===== config.mk =====
export PLATFORM = sky130hd
export DESIGN_NAME = pcileech_pcie_bar_cpl_a7
export DESIGN_NICKNAME = d
export VERILOG_FILES = /design/src/rtl/pcileech_pcie_bar_cpl_a7.sv
export SDC_FILE = /design/constraint.sdc
export NUM_CORES = 2
export LEC_CHECK = 0
export CAP_MARGIN = 20
export CORE_ASPECT_RATIO = 0.6
export CORE_UTILIZATION = 59
export CTS_CLUSTER_SIZE = 14
export DETAILED_ROUTE_END_ITERATION = 6
export HOLD_SLACK_MARGIN = 0.08
export PLACE_DENSITY_LB_ADDON = 0.05
export SLEW_MARGIN = 0
export SYNTH_ARGS = -nofsm -noshare
export SYNTH_HDL_FRONTEND = slang
export SYNTH_SLANG_ARGS = --single-unit

===== constraint.sdc =====
create_clock -name clk_pcie -period 5.5 [get_ports clk_pcie]
set_input_delay 1.1 -clock clk_pcie [delete_from_list [all_inputs] [get_ports clk_pcie]]
set_output_delay 1.1 -clock clk_pcie [all_outputs]
set_load 0.1 [all_outputs]

===== src/rtl/pcileech_pcie_bar_cpl_a7.sv =====
// BAR0 completer: accepts 1DW MRd32/MWr32 TLPs on the 64-bit RX stream, writes or reads a
// small DW register file, and answers reads with a two-beat CplD on the TX stream.
module pcileech_pcie_bar_cpl_a7 #(
  parameter int          REG_COUNT = 16,
  parameter logic [31:0] ID_VALUE  = 32'h1234ABCD
) (
  input  logic        clk_pcie,
  input  logic        rst,
  input  logic [63:0] rx_data,
  input  logic [7:0]  rx_keep,
  input  logic        rx_last,
  input  logic        rx_valid,
  input  logic        rx_bar0_hit,
  output logic        rx_ready,
  output logic [63:0] tx_data,
  output logic [7:0]  tx_keep,
  output logic        tx_last,
  output logic        tx_valid,
  input  logic        tx_ready,
  input  logic [15:0] cfg_completer_id,
  output logic [15:0] cpl_count,
  output logic [15:0] drop_count
);

  localparam int IDXW = $clog2(REG_COUNT);

  typedef enum logic [2:0] {S_RX_H, S_RX_D, S_DROP, S_TX0, S_TX1} state_t;

  state_t      r_state;
  logic        r_rx_ready;
  logic        r_is_wr;
  logic [31:0] r_dw1;
  logic [31:0] r_rd_data;
  logic [6:0]  r_lower_addr;
  logic [63:0] r_tx_data;
  logic [7:0]  r_tx_keep;
  logic        r_tx_last;
  logic        r_tx_valid;
  logic [15:0] r_cpl_count;
  logic [15:0] r_drop_count;

  logic            w_rx_fire;
  logic            w_hdr_ok;
  logic            w_wr_en;
  logic [IDXW-1:0] w_idx;
  logic [3:0]      w_be;
  logic [11:0]     w_byte_count;
  logic [1:0]      w_lo_bits;
  logic [31:0]     w_regs [REG_COUNT];
  logic            w_unused;

  assign w_rx_fire = rx_valid & r_rx_ready;
  assign w_idx     = rx_data[IDXW+1:2];
  assign w_be      = r_dw1[3:0];
  assign w_hdr_ok  = ((rx_data[31:24] == 8'h00) || (rx_data[31:24] == 8'h40)) &&
                     (rx_data[9:0] == 10'd1) && rx_bar0_hit && !rx_last;
  assign w_wr_en   = (r_state == S_RX_D) && w_rx_fire && rx_last && r_is_wr;
  assign w_unused  = &{1'b0, rx_keep, r_dw1[7:4], rx_data[23:10]};

  always_comb begin
    w_byte_count = 12'd1;
    casez (w_be)
      4'b1??1:                   w_byte_count = 12'd4;
      4'b01?1, 4'b1?10:          w_byte_count = 12'd3;
      4'b0011, 4'b0110, 4'b1100: w_byte_count = 12'd2;
      default:                   w_byte_count = 12'd1;
    endcase
  end

  always_comb begin
    w_lo_bits = 2'd0;
    casez (w_be)
      4'b???1: w_lo_bits = 2'd0;
      4'b??10: w_lo_bits = 2'd1;
      4'b?100: w_lo_bits = 2'd2;
      4'b1000: w_lo_bits = 2'd3;
      default: w_lo_bits = 2'd0;
    endcase
  end

  // Reg 0 is a constant ID; the rest are byte-lane writable and cleared on reset.
  generate
    for (genvar gi = 0; gi < REG_COUNT; gi++) begin : g_reg
      if (gi == 0) begin : g_id
        assign w_regs[gi] = ID_VALUE;
      end else begin : g_rw
        logic [31:0] r_reg;
        always_ff @(posedge clk_pcie) begin
          if (rst) begin
            r_reg <= 32'h0;
          end else if (w_wr_en && (w_idx == IDXW'(gi))) begin
            for (int b = 0; b < 4; b++) begin
              if (w_be[b]) r_reg[8*b +: 8] <= rx_data[32 + 8*b +: 8];
            end
          end
        end
        assign w_regs[gi] = r_reg;
      end
    end
  endgenerate

  always_ff @(posedge clk_pcie) begin
    if (rst) begin
      r_state      <= S_RX_H;
      r_rx_ready   <= 1'b0;
      r_is_wr      <= 1'b0;
      r_dw1        <= 32'h0;
      r_rd_data    <= 32'h0;
      r_lower_addr <= 7'h0;
      r_tx_data    <= 64'h0;
      r_tx_keep    <= 8'h0;
      r_tx_last    <= 1'b0;
      r_tx_valid   <= 1'b0;
      r_cpl_count  <= 16'h0;
      r_drop_count <= 16'h0;
    end else begin
      case (r_state)
        S_RX_H: begin
          r_rx_ready <= 1'b1;
          if (w_rx_fire) begin
            r_dw1   <= rx_data[63:32];
            r_is_wr <= rx_data[30];
            if (rx_last) begin
              if (r_drop_count != 16'hFFFF) r_drop_count <= r_drop_count + 16'd1;
            end else if (w_hdr_ok) begin
              r_state <= S_RX_D;
            end else begin
              r_state <= S_DROP;
            end
          end
        end
        S_RX_D: begin
          if (w_rx_fire) begin
            if (!rx_last) begin
              r_state <= S_DROP;
            end else if (r_is_wr) begin
              r_state <= S_RX_H;
            end else begin
              r_rd_data    <= w_regs[w_idx];
              r_lower_addr <= {rx_data[6:2], w_lo_bits};
              r_tx_data    <= {cfg_completer_id, 4'b0000, w_byte_count, 32'h4A000001};
              r_tx_keep    <= 8'hFF;
              r_tx_last    <= 1'b0;
              r_tx_valid   <= 1'b1;
              r_rx_ready   <= 1'b0;
              r_state      <= S_TX0;
            end
          end
        end
        S_DROP: begin
          if (w_rx_fire && rx_last) begin
            if (r_drop_count != 16'hFFFF) r_drop_count <= r_drop_count + 16'd1;
            r_state <= S_RX_H;
          end
        end
        S_TX0: begin
          if (tx_ready) begin
            r_tx_data <= {r_rd_data, r_dw1[31:16], r_dw1[15:8], 1'b0, r_lower_addr};
            r_tx_last <= 1'b1;
            r_state   <= S_TX1;
          end
        end
        S_TX1: begin
          if (tx_ready) begin
            r_tx_valid <= 1'b0;
            r_tx_last  <= 1'b0;
            r_tx_keep  <= 8'h0;
            r_tx_data  <= 64'h0;
            r_rx_ready <= 1'b1;
            if (r_cpl_count != 16'hFFFF) r_cpl_count <= r_cpl_count + 16'd1;
            r_state    <= S_RX_H;
          end
        end
        default: r_state <= S_RX_H;
      endcase
    end
  end

  assign rx_ready   = r_rx_ready;
  assign tx_data    = r_tx_data;
  assign tx_keep    = r_tx_keep;
  assign tx_last    = r_tx_last;
  assign tx_valid   = r_tx_valid;
  assign cpl_count  = r_cpl_count;
  assign drop_count = r_drop_count;

endmodule


# After elaboration in Yosys (flattened, before gate mapping)
# Index checks and enable logic that the tools add are counted.
# op_classes
add_sub_neg,2
magnitude_cmp,1
eq_ne,41
n_mux,42
bitwise,3
reduce_logical,100
# ops
operator,count
64-bit two-way mux,5
64-bit one-hot mux with 3 select lines,1
32-bit binary-select mux with 4-bit select,1
2-bit AND reduction,61
16-bit two-way mux,4
32-bit two-way mux,2
4-bit == test (second input constant),10
16-bit by 1-bit adder with 16-bit output (second input constant),2
8-bit two-way mux,4
16-bit inequality test (second input constant),2
16-bit one-hot mux with 2 select lines,1
1-bit logical AND,22
4-bit by 3-bit == test with 1-bit output (second input constant),5
3-bit two-way mux,6
2-bit inequality test (second input constant),9
8-bit one-hot mux with 2 select lines,1
3-bit one-hot mux with 5 select lines,1
4-bit by 2-bit == test with 1-bit output (second input constant),3
6-bit AND reduction,2
10-bit by 1-bit == test with 1-bit output (second input constant),1
5-bit AND reduction,2
3-bit by 2-bit == test with 1-bit output (second input constant),3
3-bit == test (second input constant),3
3-bit one-hot mux with 3 select lines,1
other kinds (23),37
# totals
ff_bits,662
in_bits,94
wordCells,261

# Depth between registers and ports, before layout
# depth
word_depth,9
ltp_mapped,8
depth_no_buf,5

# Worst setup path after synthesis
# Ideal clock, no wire load.
# synth_timing
path_kind,input to register
from,input port rx_data[5]
to,register g_reg[1].g_rw.r_reg[0]
setup_ns,0.132
t_arrival_ns,2.698
slack_ns,2.670
path_stages,6
n_path_buf,2
path_cell_list,buf_2 -> or4b_1 -> or4_1 -> clkbuf_1 -> o21ai_1 -> a21oi_1
# synth_via
elab_chain_len,3
# synth_rtl
item,line,text
from (decl),9,"input logic [63:0] rx_data,"
4-bit by 1-bit == test with 1-bit output,91,end else if (w_wr_en && (w_idx == IDXW'(gi))) begin
1-bit logical AND,91,
2-bit AND reduction (no line),-,
"to (signal, indexed assignment)",93,if (w_be[b]) r_reg[8*b +: 8] <= rx_data[32 + 8*b +: 8];
to (decl),87,logic [31:0] r_reg;
# Every way passes these cells.
# A chain may end at the register's enable or synchronous reset.

# Worst setup path in the final report
# layout_timing
from,input port rx_last
to,register g_reg[14].g_rw.r_reg[5]
# layout_via
elab_chain_len,4
# layout_rtl
item,line,text
from (decl),11,"input logic rx_last,"
1-bit logical AND (2 in series),57,assign w_wr_en = (r_state == S_RX_D) && w_rx_fire && rx_last && r_is_wr;
1-bit logical AND,91,
2-bit AND reduction (no line),-,
"to (signal, indexed assignment)",93,
to (decl),87,
# Every way passes these cells.

==> flow_metrics.py <==
metrics = {
    "status": {
        "status": "finished clean",
    },
    "grt": {
        "grt_use_total_pct": 36.1,
        "antenna_found_initial": 8,
        "grt_pass1_wl_um": 138000,
        "grt_pass1_vias": 23500,
        "grt_max_degree": 186,
        "grt-ovfl-total": 0,
    },
    "cells_and_area": {
        "layout.cells.non_filler": 3801,
        "final_cell_mix": "dfxtp_1, a21oi_1, nor2_1",
        "final_util_pct": 67.0,
        "num-fill-cells": 3782,
        "largest_register_ff_count": 480,
        "syn_to_final_growth_pct": 12.0,
        "final_common_cell": "dfxtp_1",
        "design_area_um2": 32000,
        "drive_above_1_share_pct": 8.75,
        "nets": 3211,
    },
    "route": {
        "vias_per_cell": 6.63,
        "ant_nets": 0,
        "dr.pass1.iters": 7,
        "routed_wl_um": 91100,
        "wl_per_cell_um": 24.0,
        "drc_errors": 0,
        "initialDrtViolationCount": 3315,
        "vias": 25200,
    },
    "setup_path": {
        "cp_max_fo": 38,
        "crit_arrival_ns": 4.24,
        "worstSetupPathType": "in2reg",
        "cp-end-kind": "flip-flop",
        "cp_data_required_time_ns": 5.95,
        "startpoint_type": "primary input",
    },
    "timing": {
        "maxSlewHeadroom_pct": 16.0,
        "layout_setup_ws_ns": 1.71,
        "fmaxAchievable_ghz": 0.264,
        "period_needed_ns": 3.79,
        "finalMaxSlewViolations": 0,
        "tns_ns": 0,
        "grt_setup_unrepaired": "no",
        "finalSetupViolCount": 0,
        "final_min_period_over_clock_period_pct": 69.0,
        "finalHoldViolCount": 0,
        "hold_slack_ns": 0.450,
        "tightest_slew_ns": 1.26,
        "finClkSkew_ns": 0.0119,
    },
    "cts": {
        "cts-htree-levels": 2,
        "ctsHoldBuffers": 0,
        "clkLatencyLatePin_ns": 0.60,
        "clockBufferDepth": 3,
        "cts-root-buf": "clkbuf_16",
        "path_clk_slew_ns": 0.06,
        "ctsResizeCount": 0,
        "cts_buffers": 57,
        "cts_sinks": 649,
        "cts_tree": "built",
        "post_cts_buffers": 0,
    },
    "logic_synthesis": {
        "ys.flop_type": "dfxtp_1",
        "synth_edf_count": 0,
        "netlist_instances": 3192,
        "synth.avg_cell_area_um2": 8.95,
        "synth-async-reset-ratio_pct": 0,
        "yosysWarnings": 0,
        "synth_area_leaders": "dfxtp_1, mux2i_1, a21oi_1",
        "synth_top_cell_by_area": "dfxtp_1",
        "synth.distinct_cells": 61,
        "synth_seq_cells": 649,
        "synth.net_count": 3288,
        "yosysTopAreaCellShare_pct": 45.5,
        "ys_seq_area_share_pct": 45.5,
        "synth_area_um2": 28600,
    },
    "power": {
        "leakage_nw": 10.0,
        "cellPowerDensity_nw_per_um2": 288,
        "finalPower_mw": 9.20,
        "peakVddDrop_mv": 0.252,
    },
    "place": {
        "portBuffers": 177,
        "pre_cts_slack_ns": 1.17,
        "gp_congestion": 0.865,
        "place_inst": 3696,
        "hpwlAfterDp_um": 56100,
        "place_area_um2": 30200,
    },
    "floorplan": {
        "initial_utilization_pct": 59.8,
        "die_height_um": 172,
        "coreArea_um2": 47800,
        "dieArea_um2": 49300,
        "rows": 62,
        "die_w_um": 286,
        "io_pins": 201,
    },
    "hold_path": {
        "hold_path.class": "reg2reg",
    },
    "run": {
        "maxCapViolations": 0,
    },
}
[power by group]
part	switching, mW	internal (mW)	total, mW
Clock	1.77	2.20	3.97
Sequential	0.0181	4.71	4.73
Combinational	0.376	0.126	0.502
[final timing paths]
check | start | to | slack [ns] | cells past startpoint
setup / recovery | rx_last | g_reg[14].g_rw.r_reg[5] | 1.71 | 6
hold / removal | g_reg[11].g_rw.r_reg[18] | g_reg[11].g_rw.r_reg[18] | 0.45 | 2
setup reg to reg | r_state[0] | r_rd_data[29] | 2.28 | 5
hold reg to reg | g_reg[11].g_rw.r_reg[18] | g_reg[11].g_rw.r_reg[18] | 0.45 | 2
[cell type report]
class | instances | area (um^2) | area share, %
Clock buffer | 88 | 1700 | 5.32
Multi-Input combinational cell | 2142 | 14000 | 43.8
Sequential cell | 649 | 13000 | 40.6
Antenna cell | 8 | 20.0 | 0.0626
Inverter | 35 | 131 | 0.411
Clock inverter | 9 | 98.8 | 0.309
Timing Repair Buffer | 230 | 2210 | 6.92
Tap cell | 640 | 801 | 2.50
[logic make-up after synthesis]
kind of cell	Yosys count	share of synthesized area, %
AO/OA/AOI/OAI	883	17.7
AND/OR/NAND/NOR	946	16.7
adder cells (fa/ha/maj)	2	0.0876
flip-flops	649	45.5
buffers and inverters	401	5.68
multiplexers	310	14.4
other	1	0.0131
[cells in the mapped netlist (all sizes together), types with 5 or more instances]
master  number
nor2b        7
nor4        45
and2         7
a222oi      16
o22ai       17
nand3b      11
mux4        80
clkbuf     268
o31ai       12
dfxtp      649
a22oi       81
inv         35
or3          7
nand3      272
o21ai      276
or3b         5
mux2i      226
buf         98
nor3         5
nor2       283
a21oi      397
a311oi      31
and4         7
a211oi      10
a221oi      19
or4         24
nand4       17
nand2      234
nand2b       5
[worst max-delay path, cell delays in order]
cell	delay, ns
clkdlybuf4s50_1	0.69
nand4_1	0.48
buf_4	0.54
nor4_4	1.01
mux2i_1	0.29
nor2_1	0.07
[metal layers]
metal	global-route usage, %	vias up	wire length (um)
li1	-	11300	-
met3	5.49	212	9050
met4	15.3	0	3570
met1	51.4	12200	38600
met2	54.6	1422	39800
met5	0	-	0
Power figures use the tool's default switching activity.
